--- src/rtl/mips_pkg.sv ---
// Shared MIPS definitions: fetch FSM states, NOP encoding and instruction field positions.
package mips_pkg;

    typedef enum logic [1:0] {
        F_IDLE = 2'd0,
        F_WAIT = 2'd1,
        F_DONE = 2'd2,
        F_ERR  = 2'd3
    } fetch_state_t;

    localparam logic [31:0] NOP_INSTR = 32'h0000_0000;

    localparam int OPCODE_MSB = 31;
    localparam int OPCODE_LSB = 26;
    localparam int RS_MSB     = 25;
    localparam int RS_LSB     = 21;
    localparam int RT_MSB     = 20;
    localparam int RT_LSB     = 16;
    localparam int RD_MSB     = 15;
    localparam int RD_LSB     = 11;
    localparam int FUNCT_MSB  = 5;
    localparam int FUNCT_LSB  = 0;
    localparam int IMM_MSB    = 15;
    localparam int IMM_LSB    = 0;

endpackage

--- src/rtl/ir_decode.sv ---
// Combinational split of a 32-bit MIPS instruction into its fields.
module ir_decode
    import mips_pkg::*;
(
    input  logic [31:0] ir,
    output logic [5:0]  opcode,
    output logic [4:0]  rs,
    output logic [4:0]  rt,
    output logic [4:0]  rd,
    output logic [5:0]  funct,
    output logic [15:0] imm16
);

    assign opcode = ir[OPCODE_MSB:OPCODE_LSB];
    assign rs     = ir[RS_MSB:RS_LSB];
    assign rt     = ir[RT_MSB:RT_LSB];
    assign rd     = ir[RD_MSB:RD_LSB];
    assign funct  = ir[FUNCT_MSB:FUNCT_LSB];
    assign imm16  = ir[IMM_MSB:IMM_LSB];

endmodule

--- src/rtl/fetch_unit.sv ---
// Instruction fetch stage: PC, IR and handshaked memory read FSM.
// Optional memory timeout (ERR state, Fetch_err) built when FETCH_TIMEOUT_EN is defined.
module fetch_unit
    import mips_pkg::*;
#(
    parameter int              ADDR_W      = 32,
    parameter int              DATA_W      = 32,
    parameter logic [ADDR_W-1:0] RESET_PC  = '0,
    parameter int              MEM_TIMEOUT = 15
) (
    input  logic              Clk,
    input  logic              Reset_PC,
    input  logic              Load_PC,
    input  logic              Empty_PC,
    input  logic [ADDR_W-1:0] PC_in,
    input  logic              IRWrite,
    output logic [ADDR_W-1:0] Mem_addr,
    output logic              Mem_rd,
    input  logic [DATA_W-1:0] Mem_rdata,
    input  logic              Mem_ack,
    output logic [ADDR_W-1:0] PC,
    output logic [DATA_W-1:0] IR,
    output logic [5:0]        Opcode,
    output logic [4:0]        Rs,
    output logic [4:0]        Rt,
    output logic [4:0]        Rd,
    output logic [5:0]        Funct,
    output logic [15:0]       Imm16,
    output logic              Fetch_busy,
    output logic              Fetch_done,
    output logic              Fetch_err
);

    fetch_state_t      state, state_n;
    logic [ADDR_W-1:0] pc, pend_pc, pc_in_al;
    logic [DATA_W-1:0] ir;
    logic              pend_valid;
    logic              timeout;

    assign pc_in_al = {PC_in[ADDR_W-1:2], 2'b00};

`ifdef FETCH_TIMEOUT_EN
    localparam logic [7:0] TO_LAST = 8'(MEM_TIMEOUT - 1);
    logic [7:0] wait_cnt;
    logic       err;

    // Counter sits at zero outside WAIT, so it is fresh on every WAIT entry.
    always_ff @(posedge Clk) begin
        if (!Reset_PC || state != F_WAIT)
            wait_cnt <= '0;
        else
            wait_cnt <= wait_cnt + 8'd1;
    end

    assign timeout = (state == F_WAIT) && !Mem_ack && (wait_cnt == TO_LAST);

    always_ff @(posedge Clk) begin
        if (!Reset_PC || Empty_PC)
            err <= 1'b0;
        else if (timeout)
            err <= 1'b1;
    end

    assign Fetch_err = err;
`else
    logic [7:0] unused_timeout;
    assign unused_timeout = 8'(MEM_TIMEOUT);
    assign timeout   = 1'b0;
    assign Fetch_err = 1'b0;
`endif

    always_comb begin
        state_n = state;
        case (state)
            F_IDLE: if (IRWrite) state_n = F_WAIT;
            F_WAIT: begin
                if (Mem_ack)      state_n = F_DONE;
                else if (timeout) state_n = F_ERR;
            end
            F_DONE: state_n = F_IDLE;
            F_ERR:  state_n = F_ERR;
            default: state_n = F_IDLE;
        endcase
        if (Empty_PC) state_n = F_IDLE;
    end

    always_ff @(posedge Clk) begin
        if (!Reset_PC) begin
            state      <= F_IDLE;
            pc         <= RESET_PC;
            ir         <= '0;
            pend_valid <= 1'b0;
            pend_pc    <= '0;
        end else begin
            state <= state_n;

            // PC priority: Empty_PC, then a live load, then the load deferred from WAIT.
            if (Empty_PC) begin
                pc         <= RESET_PC;
                pend_valid <= 1'b0;
            end else if (Load_PC && state == F_WAIT) begin
                pend_valid <= 1'b1;
                pend_pc    <= pc_in_al;
            end else if (Load_PC) begin
                pc <= pc_in_al;
                if (state == F_DONE) pend_valid <= 1'b0;
            end else if (state == F_DONE && pend_valid) begin
                pc         <= pend_pc;
                pend_valid <= 1'b0;
            end

            // An Empty_PC in the ack cycle aborts the fetch without touching IR.
            if (!Empty_PC && state == F_WAIT) begin
                if (Mem_ack)      ir <= Mem_rdata;
                else if (timeout) ir <= DATA_W'(NOP_INSTR);
            end
        end
    end

    assign PC         = pc;
    assign Mem_addr   = pc;
    assign IR         = ir;
    assign Mem_rd     = (state == F_WAIT);
    assign Fetch_busy = (state == F_WAIT);
    assign Fetch_done = (state == F_DONE);

    ir_decode u_dec (
        .ir     (ir[31:0]),
        .opcode (Opcode),
        .rs     (Rs),
        .rt     (Rt),
        .rd     (Rd),
        .funct  (Funct),
        .imm16  (Imm16)
    );

endmodule

--- config.mk ---
export PLATFORM = sky130hd
export DESIGN_NAME = fetch_unit
export DESIGN_NICKNAME = d
export VERILOG_FILES = /design/src/rtl/mips_pkg.sv /design/src/rtl/ir_decode.sv /design/src/rtl/fetch_unit.sv
export SDC_FILE = /design/constraint.sdc
export NUM_CORES = 1
export LEC_CHECK = 0
export CAP_MARGIN = 20
export CORE_MARGIN = 10
export CORE_UTILIZATION = 39
export DETAILED_ROUTE_END_ITERATION = 6
export PLACE_DENSITY_LB_ADDON = 0.1
export SLEW_MARGIN = 10
export SYNTH_ARGS = -nofsm -noshare
export SYNTH_HDL_FRONTEND = slang
export SYNTH_SLANG_ARGS = --single-unit
--- constraint.sdc ---
create_clock -name Clk -period 1.5 [get_ports Clk]
set_input_delay 0.15 -clock Clk [delete_from_list [all_inputs] [get_ports Clk]]
set_output_delay 0.15 -clock Clk [all_outputs]
set_load 0.01 [all_outputs]
Yosys cells after proc, flatten, opt, wreduce, memory -nomap -nowiden
Index checks and enable logic that the tools add are counted.
Cells by class
  bitwise logic cells: 3
  divide/modulo/power cells: 0
  magnitude comparators: 0
  multiply operators: 0
  reduce and logical (&&, ||, !) cells: 13
  equality and inequality tests: 6
  mux-type cells: 9
  shift operators: 0
  $add $sub $neg: 0
Operators with widths (number)
  two-way mux 32 bit: 2
  AND reduction 2 bit: 5
  case mux 2 bit (4 select lines): 1
  == test 2 bit (second input constant): 2
  two-way mux 1 bit: 4
  two-way mux 2 bit: 2
  != test 2 bit (second input constant): 2
  logical AND 1 bit: 3
  != test 3 x 1 -> 1 bit (second input constant): 1
  inverter 1 bit: 3
  nonzero test 3 bit: 1
  == test 2 x 1 -> 1 bit (second input constant): 1
  logical NOT 2 bit: 1
  nonzero test 2 bit: 1
  OR reduction 2 bit: 1
  logical NOT 1 bit: 1
Storage, ports and cells
  memories kept: 0
  bits of input ports: 70
  output and inout bits: 143
  latch bits: 0
  bits in read-only memories: 0
  bits in registers: 97
  logic and storage cells: 36
  bits in writable memories: 0

Depth between registers and ports, before layout
  depth after elaboration: 5
  gate-level depth with buffers: 8
  mapped depth without buffers: 5

Cells and area by module
Synthesis repeated with hierarchy kept, for this count alone.
Second synthesis, totals
  cells, all modules: 548
  area, all modules: 4936.0 sq um
Modules (own cells, without submodules)
  fetch_unit: area each 4613.2 sq um, cells an instance 505, instances 1, seq. area each 1901.8 sq um
  ir_decode: area each 322.8 sq um, cells an instance 43, instances 1, seq. area each 0.0 sq um

Worst setup path before layout
Ideal clock, no wire load.
  path type: reg2reg
  start point: register state[1]
  end point: register ir[24] (netlist: IR[24])
  clock period less this slack: 1474 ps
  setup time: 118 ps
  cell stages (with the launch flop): 9
  arrival time: 1355 ps
  required time: 1382 ps
  path buffers: 3
  slack: 26 ps
  cells stage by stage: dfxtp_1 > inv_1 > ha_1 > buf_6 > and3b_1 > buf_4 > buf_6 > nand2_1 > a21boi_2
On the way
  word-level cells in the longest chain between the ends: 3
RTL lines
  from (decl): RTL line fetch_unit.sv:34  | fetch_state_t state, state_n;
  from (signal assigned): RTL line fetch_unit.sv:95  | state <= state_n;
  == test 2 x 1 -> 1 bit
  via Fetch_busy: RTL line fetch_unit.sv:29  | output logic Fetch_busy,
  logical AND 1 bit: RTL line fetch_unit.sv:113  | if (!Empty_PC && state == F_WAIT) begin
  AND reduction 2 bit (no line)
  to (signal assigned): RTL line fetch_unit.sv:114  | if (Mem_ack) ir <= Mem_rdata;
  to (signal assigned): RTL line fetch_unit.sv:115  | else if (timeout) ir <= DATA_W'(NOP_INSTR);
  to (decl): RTL line fetch_unit.sv:36  | logic [DATA_W-1:0] ir;
The timed path passes the listed nets, and every way through them passes these cells.
A chain may end at the register's enable or synchronous reset.

Worst setup path after layout
  start point: register pc[6] (netlist: Mem_addr[6])
  end point: output Mem_addr[6]
RTL lines
  from (decl): RTL line fetch_unit.sv:35  | logic [ADDR_W-1:0] pc, pend_pc, pc_in_al;
  from (signal assigned): RTL line fetch_unit.sv:105  | pc <= pc_in_al;
  from (signal assigned): RTL line fetch_unit.sv:108  | pc <= pend_pc;
  to (decl): RTL line fetch_unit.sv:17  | output logic [ADDR_W-1:0] Mem_addr,
No word-level cell between the ends.

==> impl_metrics.json <==
{
  "outcome": "finished clean",
  "die_y_um": 132.5,
  "wl_per_cell_um": 18.33,
  "ff_latch_area_mm2": 0.001913,
  "top_layer": "met4",
  "start_util": 0.3943,
  "hp-class": "in -> reg",
  "cts_inserted_buffers": 9,
  "dp_cells": 832,
  "ys_warn_count": 0,
  "met3_length_mm": 1.078,
  "drt-total-wl_mm": 15.58,
  "ys_seq_elements": 95,
  "path_clk_slew_ns": 0.07,
  "grt_pass1_vias": 4296,
  "critPathBufInv": 1,
  "synthArstFlopShare": 0,
  "seq_area_frac_synth": 0.3853,
  "h-tree-depth": 3,
  "final.min_clock_period_ns": 1.460,
  "reg2reg_from": "state[1]$_SDFFE_PP0P_",
  "io_buffers": 205,
  "yosys-top-cells-area": "dfxtp_1 (39%), buf_4 (13%), nand2_1 (9.6%)",
  "drt-vias-per-instance": 4.973,
  "worstPathArrival_ns": 1.31,
  "critical_path.max_stage_delay_ns": 0.57,
  "required_ns": 1.35,
  "wl_met1_mm": 6.490,
  "insertion_delay_ns": 0.34,
  "synth-edff-count": 0,
  "clock-sinks": 95,
  "multiInputGateArea_mm2": 0.002247,
  "netlist_area_mm2": 0.004936,
  "syn-instance-count": 548,
  "place_congestion": 0.7702,
  "cp_slowest_cell": "clkdlybuf4s50_1",
  "io_pins": 213,
  "areaGrowthSynthToFinish_pct": 43.95,
  "placed_area_mm2": 0.006606,
  "final_max_slew_viol_count": 0,
  "fin_nets": 751,
  "drv_cap": 0,
  "worstPathCellList": "clkdlybuf4s50_1",
  "synth_top_cell_by_area": "dfxtp_1",
  "ant_nets": 0,
  "skew_ns": 0.005126,
  "layout.cells.non_filler": 850,
  "setup_violations": 0,
  "worstHoldStart": "Reset_PC",
  "drt_iter0_markers": 183,
  "num_rows": 41,
  "fillers": 1159,
  "fmax_mhz": 684.7,
  "grt_usage": 0.1657,
  "synth_flop_cell": "dfxtp_1",
  "netlist.area_leader.share": 0.3853,
  "path_max_fanout": 4,
  "grt_pass1_wl_mm": 23.96,
  "cp-startpoint": "Mem_addr[6]$_SDFFE_PP0P_",
  "clockBufferDepth": 2,
  "die_w_um": 132.5,
  "syn_area_per_cell_um2": 9.007,
  "grt_max_degree": 34,
  "antenna_found_initial": 0,
  "ctsHoldBuffers": 0,
  "finalCritPeriodShare": 0.9737,
  "globalRouteOverflowTotal": 0,
  "design_area_mm2": 0.007106,
  "finalHoldViolCount": 0,
  "core_area_mm2": 0.01252,
  "met2_length_mm": 7.880,
  "synth_cell_type_count": 23,
  "final_util": 0.5677,
  "num_vias": 4227,
  "dieArea_mm2": 0.01756,
  "path_class": "reg -> out",
  "root_buffer": "clkbuf_16",
  "cp_top_family": "buffers and inverters",
  "yosysMostFrequentCell": "nand2_1",
  "synthTopCellsByCount": "nand2_1 (126), dfxtp_1 (95), buf_4 (83)",
  "drt-pass1-iter-count": 4,
  "r2r_slack_ns": 0.06,
  "startpoint_type": "flip-flop",
  "end_kind": "output port",
  "p_leak_nw": 2.799,
  "peakVddDrop_mv": 0.4237,
  "drive_gt1_frac": 0.1431,
  "diodes": 0,
  "cts_tree": "built",
  "power_density_mw_per_mm2": 793.5,
  "dpl.hpwl_mm": 11.14,
  "drc": 0
}
cell type report:
class                           instances  area share
Clock buffer                           12     0.03751
Clock inverter                          1   0.0007043
Inverter                                3    0.001937
Multi-Input combinational cell        332      0.3163
Sequential cell                        95      0.2692
Tap cell                              172     0.03029
Timing Repair Buffer                  235      0.3441
layout by cell type (no fill, tap or decap), types with 16 or more instances in the layout:
master,netlist,layout
a211oi_1,60,52
a21boi_1,30,31
a21boi_2,30,30
and3_1,30,30
buf_4,83,19
clkdlybuf4s50_1,0,183
dfxtp_1,95,90
dlymetal6s2s_1,0,16
mux2i_1,30,30
nand2_1,126,125
cells by family (layout without fill, tap and decap cells):
logic type,after synthesis,in the layout,share of synthesized area
buffers and inverters,125,251,0.1785
muxes,30,30,0.06084
AOI/OAI and AO/OA,128,128,0.2165
DFF,95,95,0.3853
and+or+nand+nor,164,164,0.1455
other,1,5,0.0007597
adders and majority gates,5,5,0.01267
power breakdown:
part | total, mW | switching [mW] | internal, mW | leakage, nW
registers | 2.65 | 0.0608 | 2.59 | 0.773
clock network | 2.14 | 0.910 | 1.23 | 0.136
logic | 0.852 | 0.355 | 0.497 | 1.89
flip-flops by register name, summed over array words and instances (netlist names):
register,cells
pend_pc,30
IR,32
pend_valid,1
state,2
Mem_addr,30
path summary, 6_finish.rpt:
path,to,cells after the start
worst min register to register,pend_pc[30]$_SDFFE_PN0P_,2
worst min-delay path,IR[4]$_SDFFE_PN0P_,2
worst max-delay path,Mem_addr[6],1
worst max register to register,pend_pc[27]$_SDFFE_PN0P_,7
routing by layer:
metal | GRT usage | vias to the layer above
li1 | - | 2048
met1 | 0.1887 | 2034
met2 | 0.2928 | 136
met3 | 0.05072 | 9
met4 | 0.04401 | 0
met5 | 0 | -
timing repair:
item,4_1_cts,5_1_grt
buffers inserted,1,1
gates cloned,0,3
pin swaps,2,4
gates resized for setup,13,39
endpoints found under the setup margin,35,112
stage by stage:
step / worst slack (ns) / hold slack (ns) / setup TNS (ns) / power (mW)
final: 0.03951 / 0.2297 / 0 / 5.638
after global routing: -0.003535 / 0.2587 / -0.008358 / 5.864
after CTS: 0.00004163 / 0.2280 / 0 / 5.702
after detailed placement: -0.1205 / 0.4417 / -2.047 / 3.536
after global placement: -0.01994 / 0.4358 / -0.1269 / 3.519
after floorplan: 0.02629 / 0.2848 / 0 / 3.130
Power figures use the tool's default switching activity.
